### src/rtl/decode_queue_pkg.sv
// Shared RV32I decode types: control word, mux selects and the queued decode entry.
// Optional RV32M support is enabled by defining RV32M_EN.
package rv32i_types;

  typedef enum logic [6:0] {
    op_lui   = 7'b0110111,
    op_auipc = 7'b0010111,
    op_jal   = 7'b1101111,
    op_jalr  = 7'b1100111,
    op_br    = 7'b1100011,
    op_load  = 7'b0000011,
    op_store = 7'b0100011,
    op_imm   = 7'b0010011,
    op_reg   = 7'b0110011
  } rv32i_opcode;

  // Encodings chosen so the default control word is all-zero.
  typedef enum logic [2:0] {
    alu_add = 3'b000,
    alu_sll = 3'b001,
    alu_sra = 3'b010,
    alu_sub = 3'b011,
    alu_xor = 3'b100,
    alu_srl = 3'b101,
    alu_or  = 3'b110,
    alu_and = 3'b111
  } alu_ops;

  typedef enum logic [2:0] {
    beq  = 3'b000,
    bne  = 3'b001,
    blt  = 3'b100,
    bge  = 3'b101,
    bltu = 3'b110,
    bgeu = 3'b111
  } branch_funct3_t;

  typedef enum logic [1:0] {
    pc_plus4    = 2'd0,
    pc_alu      = 2'd1,
    pc_alu_mod2 = 2'd2
  } pcmux_sel_t;

  typedef enum logic [3:0] {
    alu_out     = 4'd0,
    br_en       = 4'd1,
    rf_u_imm    = 4'd2,
    lw          = 4'd3,
    rf_pc_plus4 = 4'd4,
    lb          = 4'd5,
    lbu         = 4'd6,
    lh          = 4'd7,
    lhu         = 4'd8
  } regfilemux_sel_t;

  typedef enum logic {
    rs1_out = 1'b0,
    pc_out  = 1'b1
  } alumux1_sel_t;

  typedef enum logic [2:0] {
    i_imm   = 3'd0,
    u_imm   = 3'd1,
    b_imm   = 3'd2,
    s_imm   = 3'd3,
    j_imm   = 3'd4,
    rs2_out = 3'd5
  } alumux2_sel_t;

  typedef enum logic {
    cmp_rs2_out = 1'b0,
    cmp_i_imm   = 1'b1
  } cmpmux_sel_t;

`ifdef RV32M_EN
  typedef enum logic [2:0] {
    md_mul    = 3'd0,
    md_mulh   = 3'd1,
    md_mulhsu = 3'd2,
    md_mulhu  = 3'd3,
    md_div    = 3'd4,
    md_divu   = 3'd5,
    md_rem    = 3'd6,
    md_remu   = 3'd7
  } muldiv_funct3_t;
`endif

  localparam logic [6:0] FUNCT7_BASE   = 7'h00;
  localparam logic [6:0] FUNCT7_ALT    = 7'h20;
  localparam logic [6:0] FUNCT7_MULDIV = 7'h01;

  localparam logic [2:0] F3_ADD  = 3'd0;
  localparam logic [2:0] F3_SLL  = 3'd1;
  localparam logic [2:0] F3_SLT  = 3'd2;
  localparam logic [2:0] F3_SLTU = 3'd3;
  localparam logic [2:0] F3_SR   = 3'd5;

  localparam logic [2:0] F3_LB  = 3'd0;
  localparam logic [2:0] F3_LH  = 3'd1;
  localparam logic [2:0] F3_LW  = 3'd2;
  localparam logic [2:0] F3_LBU = 3'd4;
  localparam logic [2:0] F3_LHU = 3'd5;

  typedef struct packed {
    rv32i_opcode     opcode;
    logic [2:0]      funct3;
    logic [6:0]      funct7;
    alu_ops          aluop;
    branch_funct3_t  cmpop;
    logic [4:0]      rs1;
    logic [4:0]      rs2;
    logic [4:0]      rd;
    logic [31:0]     imm;
    logic            load_regfile;
    logic            read;
    logic            write;
    pcmux_sel_t      pcmux;
    regfilemux_sel_t regfilemux;
`ifdef RV32M_EN
    logic            muldiv_en;
    muldiv_funct3_t  muldiv_op;
`endif
  } rv32i_control_word;

  typedef struct packed {
    rv32i_control_word ctrl;
    alumux1_sel_t      alumux1_sel;
    alumux2_sel_t      alumux2_sel;
    cmpmux_sel_t       cmpmux_sel;
    logic [31:0]       pc;
    logic              illegal;
  } decode_entry_t;

endpackage

### src/rtl/decode_queue_decoder.sv
// Combinational RV32I decoder feeding the queue write port; RV32M_EN adds M-extension
// decode. Illegal encodings produce an all-zero control word with illegal set.
module rv32i_decoder
  import rv32i_types::*;
(
  input  logic [31:0]       instr,
  input  logic              bubble,
  output rv32i_control_word ctrl,
  output alumux1_sel_t      alumux1_sel,
  output alumux2_sel_t      alumux2_sel,
  output cmpmux_sel_t       cmpmux_sel,
  output logic              illegal
);

  logic [2:0]  funct3;
  logic [6:0]  funct7;
  logic [31:0] imm_i, imm_s, imm_b, imm_u, imm_j;

  assign funct3 = instr[14:12];
  assign funct7 = instr[31:25];
  assign imm_i  = {{21{instr[31]}}, instr[30:20]};
  assign imm_s  = {{21{instr[31]}}, instr[30:25], instr[11:7]};
  assign imm_b  = {{20{instr[31]}}, instr[7], instr[30:25], instr[11:8], 1'b0};
  assign imm_u  = {instr[31:12], 12'h0};
  assign imm_j  = {{12{instr[31]}}, instr[19:12], instr[20], instr[30:21], 1'b0};

  always_comb begin
    ctrl              = '0;
    ctrl.aluop        = alu_add;
    ctrl.cmpop        = beq;
    ctrl.pcmux        = pc_plus4;
    ctrl.regfilemux   = alu_out;
    ctrl.load_regfile = 1'b0;
    ctrl.read         = 1'b0;
    ctrl.write        = 1'b0;
    alumux1_sel       = rs1_out;
    alumux2_sel       = i_imm;
    cmpmux_sel        = cmp_rs2_out;
    illegal           = 1'b0;

    if (!bubble) begin
      ctrl.opcode = rv32i_opcode'(instr[6:0]);
      ctrl.funct3 = funct3;
      ctrl.funct7 = funct7;
      ctrl.rs1    = instr[19:15];
      ctrl.rs2    = instr[24:20];
      ctrl.rd     = instr[11:7];

      case (instr[6:0])
        op_lui: begin
          ctrl.imm          = imm_u;
          ctrl.load_regfile = 1'b1;
          ctrl.regfilemux   = rf_u_imm;
        end
        op_auipc: begin
          ctrl.imm          = imm_u;
          ctrl.load_regfile = 1'b1;
          alumux1_sel       = pc_out;
          alumux2_sel       = u_imm;
        end
        op_jal: begin
          ctrl.imm          = imm_j;
          ctrl.load_regfile = 1'b1;
          ctrl.regfilemux   = rf_pc_plus4;
          ctrl.pcmux        = pc_alu;
          alumux1_sel       = pc_out;
          alumux2_sel       = j_imm;
        end
        op_jalr: begin
          ctrl.imm          = imm_i;
          ctrl.load_regfile = 1'b1;
          ctrl.regfilemux   = rf_pc_plus4;
          ctrl.pcmux        = pc_alu_mod2;
        end
        op_br: begin
          // Target is computed by the ALU; the comparator decides taken/not-taken downstream.
          ctrl.imm    = imm_b;
          ctrl.cmpop  = branch_funct3_t'(funct3);
          alumux1_sel = pc_out;
          alumux2_sel = b_imm;
          if (funct3 == 3'd2 || funct3 == 3'd3) illegal = 1'b1;
        end
        op_load: begin
          ctrl.imm          = imm_i;
          ctrl.read         = 1'b1;
          ctrl.load_regfile = 1'b1;
          case (funct3)
            F3_LB:   ctrl.regfilemux = lb;
            F3_LH:   ctrl.regfilemux = lh;
            F3_LW:   ctrl.regfilemux = lw;
            F3_LBU:  ctrl.regfilemux = lbu;
            F3_LHU:  ctrl.regfilemux = lhu;
            default: illegal = 1'b1;
          endcase
        end
        op_store: begin
          ctrl.imm    = imm_s;
          ctrl.write  = 1'b1;
          alumux2_sel = s_imm;
          if (funct3 > 3'd2) illegal = 1'b1;
        end
        op_imm: begin
          ctrl.imm          = imm_i;
          ctrl.load_regfile = 1'b1;
          case (funct3)
            F3_SLT: begin
              ctrl.cmpop      = blt;
              ctrl.regfilemux = br_en;
              cmpmux_sel      = cmp_i_imm;
            end
            F3_SLTU: begin
              ctrl.cmpop      = bltu;
              ctrl.regfilemux = br_en;
              cmpmux_sel      = cmp_i_imm;
            end
            F3_SLL: begin
              ctrl.aluop = alu_sll;
              if (funct7 != FUNCT7_BASE) illegal = 1'b1;
            end
            F3_SR: begin
              ctrl.aluop = (funct7 == FUNCT7_ALT) ? alu_sra : alu_srl;
              if (funct7 != FUNCT7_BASE && funct7 != FUNCT7_ALT) illegal = 1'b1;
            end
            default: ctrl.aluop = alu_ops'(funct3);
          endcase
        end
        op_reg: begin
          ctrl.load_regfile = 1'b1;
          alumux2_sel       = rs2_out;
          if (funct7 == FUNCT7_BASE) begin
            case (funct3)
              F3_SLT: begin
                ctrl.cmpop      = blt;
                ctrl.regfilemux = br_en;
              end
              F3_SLTU: begin
                ctrl.cmpop      = bltu;
                ctrl.regfilemux = br_en;
              end
              default: ctrl.aluop = alu_ops'(funct3);
            endcase
          end else if (funct7 == FUNCT7_ALT) begin
            if (funct3 == F3_ADD)     ctrl.aluop = alu_sub;
            else if (funct3 == F3_SR) ctrl.aluop = alu_sra;
            else                      illegal = 1'b1;
`ifdef RV32M_EN
          end else if (funct7 == FUNCT7_MULDIV) begin
            ctrl.muldiv_en  = 1'b1;
            ctrl.muldiv_op  = muldiv_funct3_t'(funct3);
            ctrl.regfilemux = alu_out;
`endif
          end else begin
            illegal = 1'b1;
          end
        end
        default: illegal = 1'b1;
      endcase

      if (illegal) begin
        ctrl        = '0;
        alumux1_sel = rs1_out;
        alumux2_sel = i_imm;
        cmpmux_sel  = cmp_rs2_out;
      end
    end
  end

endmodule

### src/rtl/decode_queue.sv
// Decode stage with a DEPTH-entry circular FIFO between IF/ID and ID/EX.
// Build with RV32M_EN defined to accept M-extension op_reg encodings.
module decode_queue
  import rv32i_types::*;
#(
  parameter int DEPTH = 4,
  parameter int CNT_W = $clog2(DEPTH) + 1
) (
  input  logic              clk,
  input  logic              rst,
  input  logic              flush,
  input  logic              in_valid,
  output logic              in_ready,
  input  logic [31:0]       in_instr,
  input  logic [31:0]       in_pc,
  input  logic              in_bubble,
  output logic              out_valid,
  input  logic              out_ready,
  output rv32i_control_word out_ctrl,
  output alumux1_sel_t      out_alumux1_sel,
  output alumux2_sel_t      out_alumux2_sel,
  output cmpmux_sel_t       out_cmpmux_sel,
  output logic [31:0]       out_pc,
  output logic              out_illegal,
  output logic [CNT_W-1:0]  count
);

  localparam int PTR_W = $clog2(DEPTH);

  decode_entry_t     mem [DEPTH];
  decode_entry_t     wr_entry;
  decode_entry_t     head_entry;
  logic [PTR_W-1:0]  head, tail;
  logic [CNT_W-1:0]  cnt_q;
  logic              push, pop;

  rv32i_control_word dec_ctrl;
  alumux1_sel_t      dec_alumux1_sel;
  alumux2_sel_t      dec_alumux2_sel;
  cmpmux_sel_t       dec_cmpmux_sel;
  logic              dec_illegal;

  rv32i_decoder u_decoder (
    .instr       (in_instr),
    .bubble      (in_bubble),
    .ctrl        (dec_ctrl),
    .alumux1_sel (dec_alumux1_sel),
    .alumux2_sel (dec_alumux2_sel),
    .cmpmux_sel  (dec_cmpmux_sel),
    .illegal     (dec_illegal)
  );

  always_comb begin
    wr_entry             = '0;
    wr_entry.ctrl        = dec_ctrl;
    wr_entry.alumux1_sel = dec_alumux1_sel;
    wr_entry.alumux2_sel = dec_alumux2_sel;
    wr_entry.cmpmux_sel  = dec_cmpmux_sel;
    wr_entry.pc          = in_pc;
    wr_entry.illegal     = dec_illegal;
  end

  // Handshakes depend only on the registered occupancy, never on out_ready.
  assign in_ready  = (cnt_q != CNT_W'(DEPTH));
  assign out_valid = (cnt_q != '0);
  assign push      = in_valid && in_ready;
  assign pop       = out_valid && out_ready;

  always_ff @(posedge clk) begin
    if (rst || flush) begin
      head  <= '0;
      tail  <= '0;
      cnt_q <= '0;
    end else begin
      if (push) tail <= tail + 1'b1;
      if (pop)  head <= head + 1'b1;
      case ({push, pop})
        2'b10:   cnt_q <= cnt_q + 1'b1;
        2'b01:   cnt_q <= cnt_q - 1'b1;
        default: cnt_q <= cnt_q;
      endcase
    end
  end

  // Entry storage is not reset; a write during flush lands in a slot that is already discarded.
  always_ff @(posedge clk) begin
    if (push) mem[tail] <= wr_entry;
  end

  assign head_entry      = mem[head];
  assign out_ctrl        = head_entry.ctrl;
  assign out_alumux1_sel = head_entry.alumux1_sel;
  assign out_alumux2_sel = head_entry.alumux2_sel;
  assign out_cmpmux_sel  = head_entry.cmpmux_sel;
  assign out_pc          = head_entry.pc;
  assign out_illegal     = out_valid && head_entry.illegal;
  assign count           = cnt_q;

endmodule
### config.mk
export PLATFORM = sky130hd
export DESIGN_NAME = decode_queue
export DESIGN_NICKNAME = d
export VERILOG_FILES = /design/src/rtl/decode_queue_pkg.sv /design/src/rtl/decode_queue_decoder.sv /design/src/rtl/decode_queue.sv
export SDC_FILE = /design/constraint.sdc
export NUM_CORES = 1
export LEC_CHECK = 0
export ABC_AREA = 1
export CAP_MARGIN = 25
export CORE_MARGIN = 2
export CORE_UTILIZATION = 63
export CTS_BUF_LIST = sky130_fd_sc_hd__clkbuf_8
export DETAILED_ROUTE_END_ITERATION = 12
export PLACE_DENSITY = 0.95
export SYNTH_ARGS = -nofsm -noshare
export SYNTH_HDL_FRONTEND = slang
export SYNTH_SLANG_ARGS = --single-unit
### constraint.sdc
create_clock -name clk -period 13.3 [get_ports clk]
set_input_delay 2.66 -clock clk [delete_from_list [all_inputs] [get_ports clk]]
set_output_delay 2.66 -clock clk [all_outputs]
set_load 0.005 [all_outputs]
After elaboration in Yosys (flattened, before gate mapping) --
Memory sizes are Yosys's and may differ from the RTL's. A register that Yosys moved wholly into a read port is not among the register bits. Index checks and enable logic that the tools add are counted.
Storage, ports and cells: memories kept 1, bits in writable memories 468, flip-flop bits (word level) 7, word-level logic and storage cells 97, bits of input ports 70
Cells by class: equality and inequality tests 19, reduce and logical (&&, ||, !) cells 19, add/sub/neg operators 4, $lt $le $gt $ge 1, multiplexer cells 50
Memory list:
- mem | depth 4, bits a word 117, read ports 1, clocked after Yosys merged registers in 1, wr ports 1, RTL line decode_queue.sv:30 | decode_entry_t mem [DEPTH];
Operator list (count):
- one-hot mux 32 bit (5 select lines) | 1
- 2-to-1 mux 79 bit | 2
- one-hot mux 4 bit (5 select lines) | 2
- == test 7 x 6 -> 1 bit, second input constant | 4
- 2-to-1 mux 1 bit | 24
- 2-to-1 mux 3 bit | 8
- == test 7 bit, second input constant | 3
- one-hot mux 3 bit (2 select lines) | 3
- one-hot mux 3 bit (3 select lines) | 2
- one-hot mux 3 bit (5 select lines) | 1
- == test 7 x 5 -> 1 bit, second input constant | 2
- == test 7 x 2 -> 1 bit, second input constant | 1
- zero test 7 bit | 1
- != test 7 x 6 -> 1 bit, second input constant | 1
- nonzero test 7 bit | 1
- OR reduction 7 bit | 1
- == test 3 x 2 -> 1 bit, second input constant | 2
- == test 3 bit, second input constant | 2
- 2-to-1 mux 2 bit | 3
- one-hot mux 1 bit (6 select lines) | 1
- OR reduction 2 bit | 3
- OR reduction 3 bit | 2
- OR reduction 5 bit | 1
- adder 2 x 1 -> 2 bit, second input constant | 2
- 16 further kinds | 20

Depth between registers and ports, before layout --
Gate-level depths: netlist (run 1).
depth after elaboration 9, gate-level depth with buffers 12, gate-level depth less buffers 10

Cells and area by module --
From an unflattened synthesis (run 1), not the netlist that was laid out.
Second synthesis, totals: cells, all modules 1534, area total of the unflattened synthesis 19180.9 sq um
By module, submodules not included:
- decode_queue | times used 1, area each 17819.6 sq um, cells an instance 1203, seq. area each 14233.7 sq um
- rv32i_decoder | times used 1, area each 1361.3 sq um, cells an instance 331, seq. area each 0.0 sq um

Worst setup path after synthesis (run 1) --
No wires, ideal clock.
path type input -> register, start input port in_valid, end memory mem[0][0] (netlist bit) (enable), path slack 4995 ps, data arrival time 7710 ps, library setup time 595 ps, stages on the path 2, path through nand2_1 -> nor2_1
Between the ends: longest elaborated chain between the ends 3
Ends and longest elaborated chain:
- start, declared | RTL line decode_queue.sv:12 | input logic in_valid,
- logical AND 1 bit | RTL line decode_queue.sv:66 | assign push = in_valid && in_ready;
- 2-to-1 mux 1 bit | RTL line decode_queue.sv:87 | if (push) mem[tail] <= wr_entry;
- 2-to-1 mux 1 bit (not written as such) | RTL line decode_queue.sv:87
- end, declared | RTL line decode_queue.sv:30
No other way between the ends.

==> results of run 1 <==
==> metrics by stage <==
stage	setup slack, ns	instances	hold WS (ns)	instance area [µm²]
CTS	6.65	2168	0.519	22600
floorplan	4.99	1535	0.478	19200
global route	6.48	2170	0.542	22600
global placement	7.47	2037	0.482	21300
detailed placement	7.39	2037	0.507	21300
finish	6.61	2172	0.509	22700
==> final cells by class <==
cell class | instances | area, µm²
inverters | 77 | 294
flip-flops and latches | 477 | 14200
repair buffers | 207 | 2050
well taps | 390 | 488
diodes | 3 | 7.51
clock inverters | 56 | 275
fillers | 1696 | 7140
multi-input cells | 887 | 4260
clock buffers | 75 | 1030
==> kinds of logic (layout without fill, tap and decap cells) <==
kind of cell,Yosys count,in the layout
flops,477,477
fa+ha+maj,6,6
buf+inv,171,415
compound gates,399,399
other cells,0,3
simple gates,482,482
==> synth_stat cells (all sizes together) (3+ instances only) <==
master,count,area (µm²)
a21oi,21,105
buf,21,121
clkbuf,73,274
dfxtp,9,180
edfxtp,468,14100
ha,5,62.6
inv,76,285
nand2,78,313
nand3,47,250
nor2,349,1360
nor3b,3,22.5
o21ai,252,1260
o22ai,116,726
==> worst max-delay path by stage <==
stage | startpoint | endpoint | slack [ns] | depth (start not counted)
4_1_cts | register | out_ctrl[54] | 6.65 | 5
5_1_grt | register | out_ctrl[54] | 6.48 | 5
6_report | register | out_ctrl[54] | 6.61 | 5
3_3_place_gp | in_instr[29] | mem[0][68]$_DFFE_PP_ | 7.47 | 11
3_5_place_dp | in_instr[29] | mem[0][34]$_DFFE_PP_ | 7.39 | 11
2_1_floorplan | in_valid | mem[0][0]$_DFFE_PP_ | 4.99 | 2
==> cell usage in the layout (no fill, tap or decap), types with 3 or more instances in the layout <==
cell type          n
nand2_1           72
nand3_1           44
inv_2             12
clkinv_2           7
nor2_2            12
dfxtp_1            7
nor3b_1            3
inv_1             89
nor2_1           331
inv_6              3
a21oi_1           21
clkdlybuf4s50_1  191
clkinv_1          17
clkbuf_8          75
ha_1               5
edfxtp_1         468
nand2_2            5
buf_4             15
nor2_4             5
nand3_2            3
o21ai_0          252
diode_2            3
o22ai_1          116
==> worst max-delay path: cells and delay by family, from the launching register on <==
family / cells / cell delay, ns
buffers and inverters: 3 / 2.15
flip-flops: 1 / 0.56
AO/OA/AOI/OAI: 2 / 0.55
==> layer usage <==
metal / track usage / vias to the layer above
met1: 0.387 / 6518
li1: - / 5956
met4: 0.131 / 0
met3: 0.0708 / 142
met5: 0 / -
met2: 0.514 / 1052
==> flip-flops by register name (all words and copies together) (netlist names), named ones only <==
name	flops
tail	2
mem	468
head	2
count	3
==> power breakdown <==
group          internal [mW]  leakage [nW]  switching [mW]  total, mW
Combinational          0.103          2.66           0.124      0.227
Sequential              1.68          4.58          0.0129       1.69
Clock                  0.547         0.760           0.553       1.10
==> key figures, run 1 <==
Run status
  • Status: complete, no violations

Yosys
  • Multiplexer share of the synthesized area: 0
  • Synth warn: 0
  • Register area share after synthesis: 0.743
  • Post-synth EDFFs: 468
  • Synthesized Nets: 1611
  • Simple-Gate Fraction of Synth Area: 0.104
  • Main combinational cell family by area after synthesis: compound AO/OA/AOI/OAI gates
  • Synth Area per Inst: 12.5 µm²
  • Adder-cell area share of the yosys netlist: 0.00431
  • Synth cell types: 36
  • Cells after Synth: 1535
  • Xor and xnor fraction of the mapped netlist area: 0
  • Ys flop type: edfxtp_1
  • Fraction of registers with async set or reset after synthesis: 0
  • Synthesis-stage register bit count: 477
  • Compound-Gate Fraction of Synth Area: 0.113
  • Mapped cell area: 0.0192 mm²

Setup path
  • CP cell instances: inv_6 > buf_4 > o21ai_0 > o22ai_1 > clkdlybuf4s50_1
  • R2R Setup Slk: 10.11 ns
  • CP arrival: 4.03 ns
  • Slowest cell on crit path: buf_4
  • Max Fanout on Critical Path: 131
  • R2R Path End: mem[0][68]$_DFFE_PP_
  • FF-to-FF Start: count[1]$_SDFFE_PP0P_
  • Reg2Reg Depth: 6
  • CP peak stage delay: 0.90 ns
  • Critical path class: register to output pin
  • CP Launch Type: register
  • Critical path capture point type: output pin
  • Required time worst endpoint: 10.64 ns

Clocking
  • Reg clk slew, reported paths: 0.06 ns
  • Root Buffer: clkbuf_8
  • Clk buf depth: 3
  • TritonCTS Sinks: 477
  • TritonCTS clock tree: built
  • Setup Fix Bufs, Post-CTS: 0
  • Total of cells resized after clock tree synthesis: 0
  • CTS H-tree depth: 3
  • CTS buffer count: 73
  • Hold buffer count at cts: 0
  • Clock Latency Late Sink: 0.61 ns

Final layout
  • Fin util: 0.760
  • Area Overhead vs Synth: 18.3%
  • Layout cells sized above 1: 0.0838
  • Fin nets: 1799

Power
  • P per Cell Area: 133 mW/mm²
  • LEAKAGE: 8.00 nW
  • Total power: 3.02 mW
  • Worst VDD drop: 0.0954 mV

Detailed routing
  • Wirelength, routed: 48800 µm
  • Pre-antenna DRT Iters: 7
  • Via density: 6.29
  • Residual DRC count: 0
  • Iter 0 DRT Violations: 2081
  • DR top layer: met4
  • DR WL met2: 24300 µm
  • ANT nets after route: 0
  • Wl on met1: 16700 µm
  • Vias: 13700
  • Metal3 WL: 6000 µm
  • Routed length per placed instance: 22.5 µm

Global route
  • GRT overflow: 0
  • GRT Util Overall: 0.307
  • Vias in the first global route: 13300
  • Largest net degree at the start of global routing: 132
  • First-pass GRT wire length: 73200 µm
  • Antenna violations before repair: 4

STA
  • Fmax: 150 MHz
  • Final Max Tran Viols: 0
  • Total Neg Setup Slack: 0 ns
  • Setup violations, final: 0
  • Final Skew: 0.0237 ns
  • Period minus WS final: 6.69 ns
  • RSZ-0062 raised after global routing: false
  • Final Hold Violating Endpoints: 0
  • Worst Tran Pin Value: 1.05 ns
  • Period Utilization, post-route: 0.503
  • Slew HR: 0.300

Floorplan
  • Core Area: 0.0298 mm²
  • # IOs: 192
  • Row count: 63
  • Starting Density: 0.643
  • Die Area: 0.0318 mm²
  • Die Wd: 178 µm
  • Die H: 178 µm

Run
  • Max Cap Viol: 0

Placement
  • Number of port buffers: 191
  • Final GP Congestion: 0.924
  • DP HPWL: 28200 µm

Worst hold path
  • HP Start: count[0]$_SDFFE_PP0P_
  • Hold Path Sink: count[0]$_SDFFE_PP0P_
  • Type of the most critical hold path: register to register
  • Hold path depth: 2
No activity file was read; power rests on OpenSTA's default activity.
==> run 2, diff against run 1 <==
--- a/config.mk
+++ b/config.mk
@@ -8,10 +8,10 @@
 export ABC_AREA = 1
 export CAP_MARGIN = 25
 export CORE_MARGIN = 2
-export CORE_UTILIZATION = 63
+export CORE_UTILIZATION = 59
 export CTS_BUF_LIST = sky130_fd_sc_hd__clkbuf_8
 export DETAILED_ROUTE_END_ITERATION = 12
-export PLACE_DENSITY = 0.95
+export PLACE_DENSITY = 0.93
 export SYNTH_ARGS = -nofsm -noshare
 export SYNTH_HDL_FRONTEND = slang
 export SYNTH_SLANG_ARGS = --single-unit
==> constraint.sdc (replaced) <==
create_clock -name clk -period 6.6 [get_ports clk]
set_input_delay 1.32 -clock clk [delete_from_list [all_inputs] [get_ports clk]]
set_output_delay 1.32 -clock clk [all_outputs]
set_load 0.005 [all_outputs]
==> run 2 against run 1 <==
Worst setup slack lost 4.8 ns; design area increased by 0.84%; register-to-register slack lost 6.2 ns; cell count is 2.1% higher; sequential share of layout area fell by 0.53 points; first-iteration DRC count down 18%; wire length down 3.8%.
==> key figures, run 2 (synthesis results as in run 1) <==
Run status
  • Status: complete, no violations

Floorplan
  • # IOs: 192
  • Starting Density: 0.602
  • Die Area: 0.0339 mm²
  • Die Wd: 184 µm
  • Row count: 65
  • Die H: 184 µm
  • Core Area: 0.0318 mm²

STA
  • Worst setup margin: 1.78 ns
  • Final Max Tran Viols: 0
  • Final Skew: 0.0287 ns
  • Fmax: 207 MHz
  • Worst Tran Pin Value: 0.985 ns
  • Total Neg Setup Slack: 0 ns
  • Period Utilization, post-route: 0.730
  • RSZ-0062 raised after global routing: false
  • Final Hold Violating Endpoints: 0
  • Slew HR: 0.343
  • Period minus WS final: 4.82 ns
  • Setup violations, final: 0

Worst hold path
  • HP Start: count[0]$_SDFFE_PP0P_
  • Hold Path Sink: count[0]$_SDFFE_PP0P_
  • Type of the most critical hold path: register to register
  • Hold path depth: 2

Final layout
  • Largest register FFs: 468
  • Most frequent cells in the layout: 468 x edfxtp_1, 331 x nor2_1, 252 x o21ai_0
  • Commonest non-fill, non-tap cell in the layout: edfxtp_1
  • Area Overhead vs Synth: 19.3%
  • Fillers: 1990
  • Layout cells sized above 1: 0.0854
  • Largest Register: mem
  • Fin area: 0.0228 mm²
  • Fin nets: 1800
  • Non-filler instance count after layout: 2218

Detailed routing
  • Vias: 13100
  • Iter 0 DRT Violations: 1697
  • ANT nets after route: 0
  • Wirelength, routed: 46900 µm
  • Pre-antenna DRT Iters: 6
  • Routed length per placed instance: 21.1 µm
  • Wl on met1: 17400 µm
  • Metal3 WL: 4890 µm
  • DR WL met2: 23400 µm
  • Via density: 5.91
  • Residual DRC count: 0
  • DR top layer: met4

Global route
  • Largest net degree at the start of global routing: 158
  • GRT overflow: 0
  • First-pass GRT wire length: 70600 µm
  • GRT Util Overall: 0.275
  • Antenna violations before repair: 2
  • Vias in the first global route: 12800

Setup path
  • Slowest cell on crit path: dfxtp_4
  • Crit path buf inv count: 2
  • Max Fanout on Critical Path: 87
  • CP cell instances: buf_4 > o21ai_0 > o22ai_1 > clkdlybuf4s50_1
  • Top Family by Delay on Critical Path: buffers and inverters
  • CP Launch Type: register
  • R2R Path End: mem[0][58]$_DFFE_PP_
  • Critical path capture point type: output pin
  • Reg2Reg Depth: 5
  • Critical path class: register to output pin
  • FF-to-FF Start: count[1]$_SDFFE_PP0P_
  • CP peak stage delay: 0.93 ns
  • CP arrival: 3.50 ns
  • WP depth: 4
  • Required time worst endpoint: 5.28 ns
  • R2R Setup Slk: 3.90 ns

Power
  • Worst VDD drop: 0.195 mV
  • LEAKAGE: 8.04 nW
  • Total power: 6.18 mW
  • P per Cell Area: 271 mW/mm²

Run
  • Max Cap Viol: 0

Placement
  • DP HPWL: 27900 µm
  • Number of port buffers: 191
  • Final GP Congestion: 0.907
  • Cell Area, Placed: 0.0214 mm²
  • Place WS: 1.94 ns
  • DP Cell Count: 2081

Clocking
  • CTS buffer count: 74
  • Reg clk slew, reported paths: 0.06 ns
  • Hold buffer count at cts: 0
  • Total of cells resized after clock tree synthesis: 0
  • Clk buf depth: 3
  • TritonCTS clock tree: built
  • Clock Latency Late Sink: 0.60 ns
  • TritonCTS Sinks: 477
  • Root Buffer: clkbuf_8
  • Setup Fix Bufs, Post-CTS: 0
  • CTS H-tree depth: 3
run 2: report_power, final:
part | internal (mW) | total [mW] | leakage [nW] | switching [mW]
combinational | 0.210 | 0.458 | 2.67 | 0.249
sequential | 3.39 | 3.41 | 4.58 | 0.0254
clock | 1.21 | 2.31 | 0.788 | 1.11
run 2: cell type report:
type,count,area (µm²),share of cell area
clock inverters,55,320,0.0140
well taps,435,544,0.0238
repair buffers,207,2110,0.0926
diodes,3,7.51,0.000329
multi-input cells,887,4260,0.187
inverters,77,294,0.0129
clock buffers,77,1060,0.0464
flip-flops and latches,477,14200,0.623
run 2: metal layers:
metal  GRT usage  up-vias
met2       0.470      736
li1            -     5943
met1       0.352     6334
met4      0.0848        0
met5           0        -
met3      0.0644      106
run 2: worst max-delay path by stage:
| stage | startpoint | to | slack (ns) |
|---|---|---|---|
| 2_1_floorplan | in_valid | mem[0][0]$_DFFE_PP_ | -0.37 |
| 3_3_place_gp | in_instr[29] | mem[0][84]$_DFFE_PP_ | 2.23 |
| 3_5_place_dp | in_instr[28] | mem[0][86]$_DFFE_PP_ | 1.94 |
| 4_1_cts | register | out_pc[11] | 1.68 |
| 5_1_grt | register | out_ctrl[33] | 1.56 |
| 6_report | register | out_ctrl[33] | 1.78 |
run 2: worst reg2reg max path, delay by kind of cell, from the launching register on:
kind                   cells  cell delay, ns
buffers and inverters      2            0.96
and+or+nand+nor            3            0.94
DFF                        1            0.38
run 2: metrics by stage:
step / util / hold WS (ns)
after CTS: 0.717 / 0.498
after floorplan: - / 0.478
after detailed placement: 0.673 / 0.493
final: 0.718 / 0.504
after global placement: 0.673 / 0.484
after global routing: 0.718 / 0.529
==> run 3, diff against run 2 <==
--- a/config.mk
+++ b/config.mk
@@ -8,10 +8,10 @@
 export ABC_AREA = 1
 export CAP_MARGIN = 25
 export CORE_MARGIN = 2
-export CORE_UTILIZATION = 59
+export CORE_UTILIZATION = 53
 export CTS_BUF_LIST = sky130_fd_sc_hd__clkbuf_8
 export DETAILED_ROUTE_END_ITERATION = 12
-export PLACE_DENSITY = 0.93
+export PLACE_DENSITY = 0.89
 export SYNTH_ARGS = -nofsm -noshare
 export SYNTH_HDL_FRONTEND = slang
 export SYNTH_SLANG_ARGS = --single-unit
==> constraint.sdc (replaced) <==
create_clock -name clk -period 3.88 [get_ports clk]
set_input_delay 0.776 -clock clk [delete_from_list [all_inputs] [get_ports clk]]
set_output_delay 0.776 -clock clk [all_outputs]
set_load 0.005 [all_outputs]
==> run 3 against run 2 <==
Non-clock buffer count rose by 21; cell count rose by 2.0%; sequential power rose by 70%; sequential cell count did not move; first-iteration DRC count rose by 3.4%; largest power group unchanged; worst hold slack got worse by 0.0021 ns; critical path depth rose by 1; register-to-register slack got worse by 2.3 ns; clock skew fell by 0.014 ns.
==> key figures, run 3 (synthesis results as in run 1) <==
Run status
  • Status: complete, no violations

Worst hold path
  • Hold path depth: 2
  • Hold Path Sink: count[0]$_SDFFE_PP0P_
  • Type of the most critical hold path: register to register
  • HP Start: count[0]$_SDFFE_PP0P_

Global route
  • Vias in the first global route: 13200
  • GRT overflow: 0
  • GRT Util Overall: 0.254
  • Largest net degree at the start of global routing: 92
  • First-pass GRT wire length: 73600 µm
  • Antenna violations before repair: 5

Clocking
  • Hold buffer count at cts: 0
  • Setup Fix Bufs, Post-CTS: 0
  • Reg clk slew, reported paths: 0.06 ns
  • CTS buffer count: 75
  • Root Buffer: clkbuf_8
  • Total of cells resized after clock tree synthesis: 0
  • TritonCTS clock tree: built
  • Clock Latency Late Sink: 0.59 ns
  • Clk buf depth: 3
  • TritonCTS Sinks: 477
  • CTS H-tree depth: 3

Floorplan
  • Core Area: 0.0356 mm²
  • Row count: 69
  • Starting Density: 0.538
  • Die Area: 0.0377 mm²
  • Die H: 194 µm
  • # IOs: 192
  • Die Wd: 194 µm

STA
  • Setup violations, final: 0
  • Period Utilization, post-route: 0.958
  • RSZ-0062 raised after global routing: false
  • Slew HR: 0.461
  • Final Max Tran Viols: 0
  • Final Hold Violating Endpoints: 0
  • Final Skew: 0.0143 ns
  • Period minus WS final: 3.72 ns
  • Worst Tran Pin Value: 0.807 ns
  • Fmax: 269 MHz
  • Total Neg Setup Slack: 0 ns
  • Worst setup margin: 0.164 ns

Final layout
  • Area Overhead vs Synth: 20.8%
  • Non-filler instance count after layout: 2263
  • Fillers: 2423
  • Most frequent cells in the layout: 468 x edfxtp_1, 331 x nor2_1, 252 x o21ai_0
  • Largest Register: mem
  • Fin nets: 1822
  • Layout cells sized above 1: 0.0957
  • Largest register FFs: 468
  • Commonest non-fill, non-tap cell in the layout: edfxtp_1

Detailed routing
  • Pre-antenna DRT Iters: 7
  • ANT nets after route: 0
  • Routed length per placed instance: 21.5 µm
  • Vias: 13400
  • Via density: 5.91
  • Wirelength, routed: 48700 µm
  • Residual DRC count: 0
  • Iter 0 DRT Violations: 1755

Power
  • LEAKAGE: 8.18 nW
  • Worst VDD drop: 0.318 mV
  • P per Cell Area: 455 mW/mm²

Setup path
  • R2R Path End: mem[3][25]$_DFFE_PP_
  • Max Fanout on Critical Path: 57
  • CP arrival: 2.94 ns
  • CP Launch Type: register
  • Critical path class: register to output pin
  • Required time worst endpoint: 3.10 ns
  • R2R Setup Slk: 1.56 ns
  • Reg2Reg Depth: 5
  • FF-to-FF Start: count[1]$_SDFFE_PP0P_
  • Critical path capture point type: output pin

Placement
  • DP HPWL: 30400 µm
  • Number of port buffers: 191
  • Place WS: 0.415 ns
  • DP Cell Count: 2130
  • Final GP Congestion: 0.992

Run
  • Max Cap Viol: 0
run 3: metal layers:
metal | routed length [µm] | GRT usage
met4 | 1410 | 0.0951
met2 | 24100 | 0.424
met1 | 17300 | 0.327
met3 | 5850 | 0.0565
met5 | 18 | 0
run 3: worst max-delay path by stage:
stage / from / endpoint / slack (ns) / cells past startpoint
after global routing: register / out_pc[7] / 0.02 / 5
after global placement: in_instr[29] / mem[0][35]$_DFFE_PP_ / 0.54 / 11
final: register / out_pc[7] / 0.16 / 5
after detailed placement: in_instr[29] / mem[2][77]$_DFFE_PP_ / 0.41 / 11
after CTS: register / out_pc[7] / 0.13 / 5
after floorplan: in_valid / mem[0][0]$_DFFE_PP_ / -0.61 / 2
run 3: metrics by stage:
stage,utilization,total power [mW],instance area (µm²),hold WS [ns]
6_report,0.651,10.5,23100,0.502
5_1_grt,0.650,10.9,23100,0.524
4_1_cts,0.650,10.6,23100,0.501
3_5_place_dp,0.612,6.71,21800,0.493
3_3_place_gp,0.612,6.68,21800,0.483
2_1_floorplan,-,6.21,19200,0.478
run 3: report_power, final:
| part | internal (mW) | total [mW] | switching, mW |
|---|---|---|---|
| clock network | 2.07 | 3.91 | 1.84 |
| logic | 0.374 | 0.817 | 0.444 |
| registers | 5.76 | 5.79 | 0.0370 |
| total | 8.20 | 10.5 | 2.32 |
run 3: area by class of cell:
class                           count  area, µm²  area share
Sequential cell                   477      14200       0.615
Multi-Input combinational cell    887       4260       0.184
Timing Repair Buffer              228       2390       0.103
Clock buffer                       79       1090      0.0470
Tap cell                          461        577      0.0249
Inverter                           77        294      0.0127
Clock inverter                     49        277      0.0119
Antenna cell                        5       12.5    0.000541
run 3: critical path, stage by stage (launching register included):
cell and delay [ns]:
dfxtp_4 0.48, inv_6 0.38, buf_4 0.46, o21ai_0 0.18, o22ai_1 0.23, clkdlybuf4s50_1 0.55
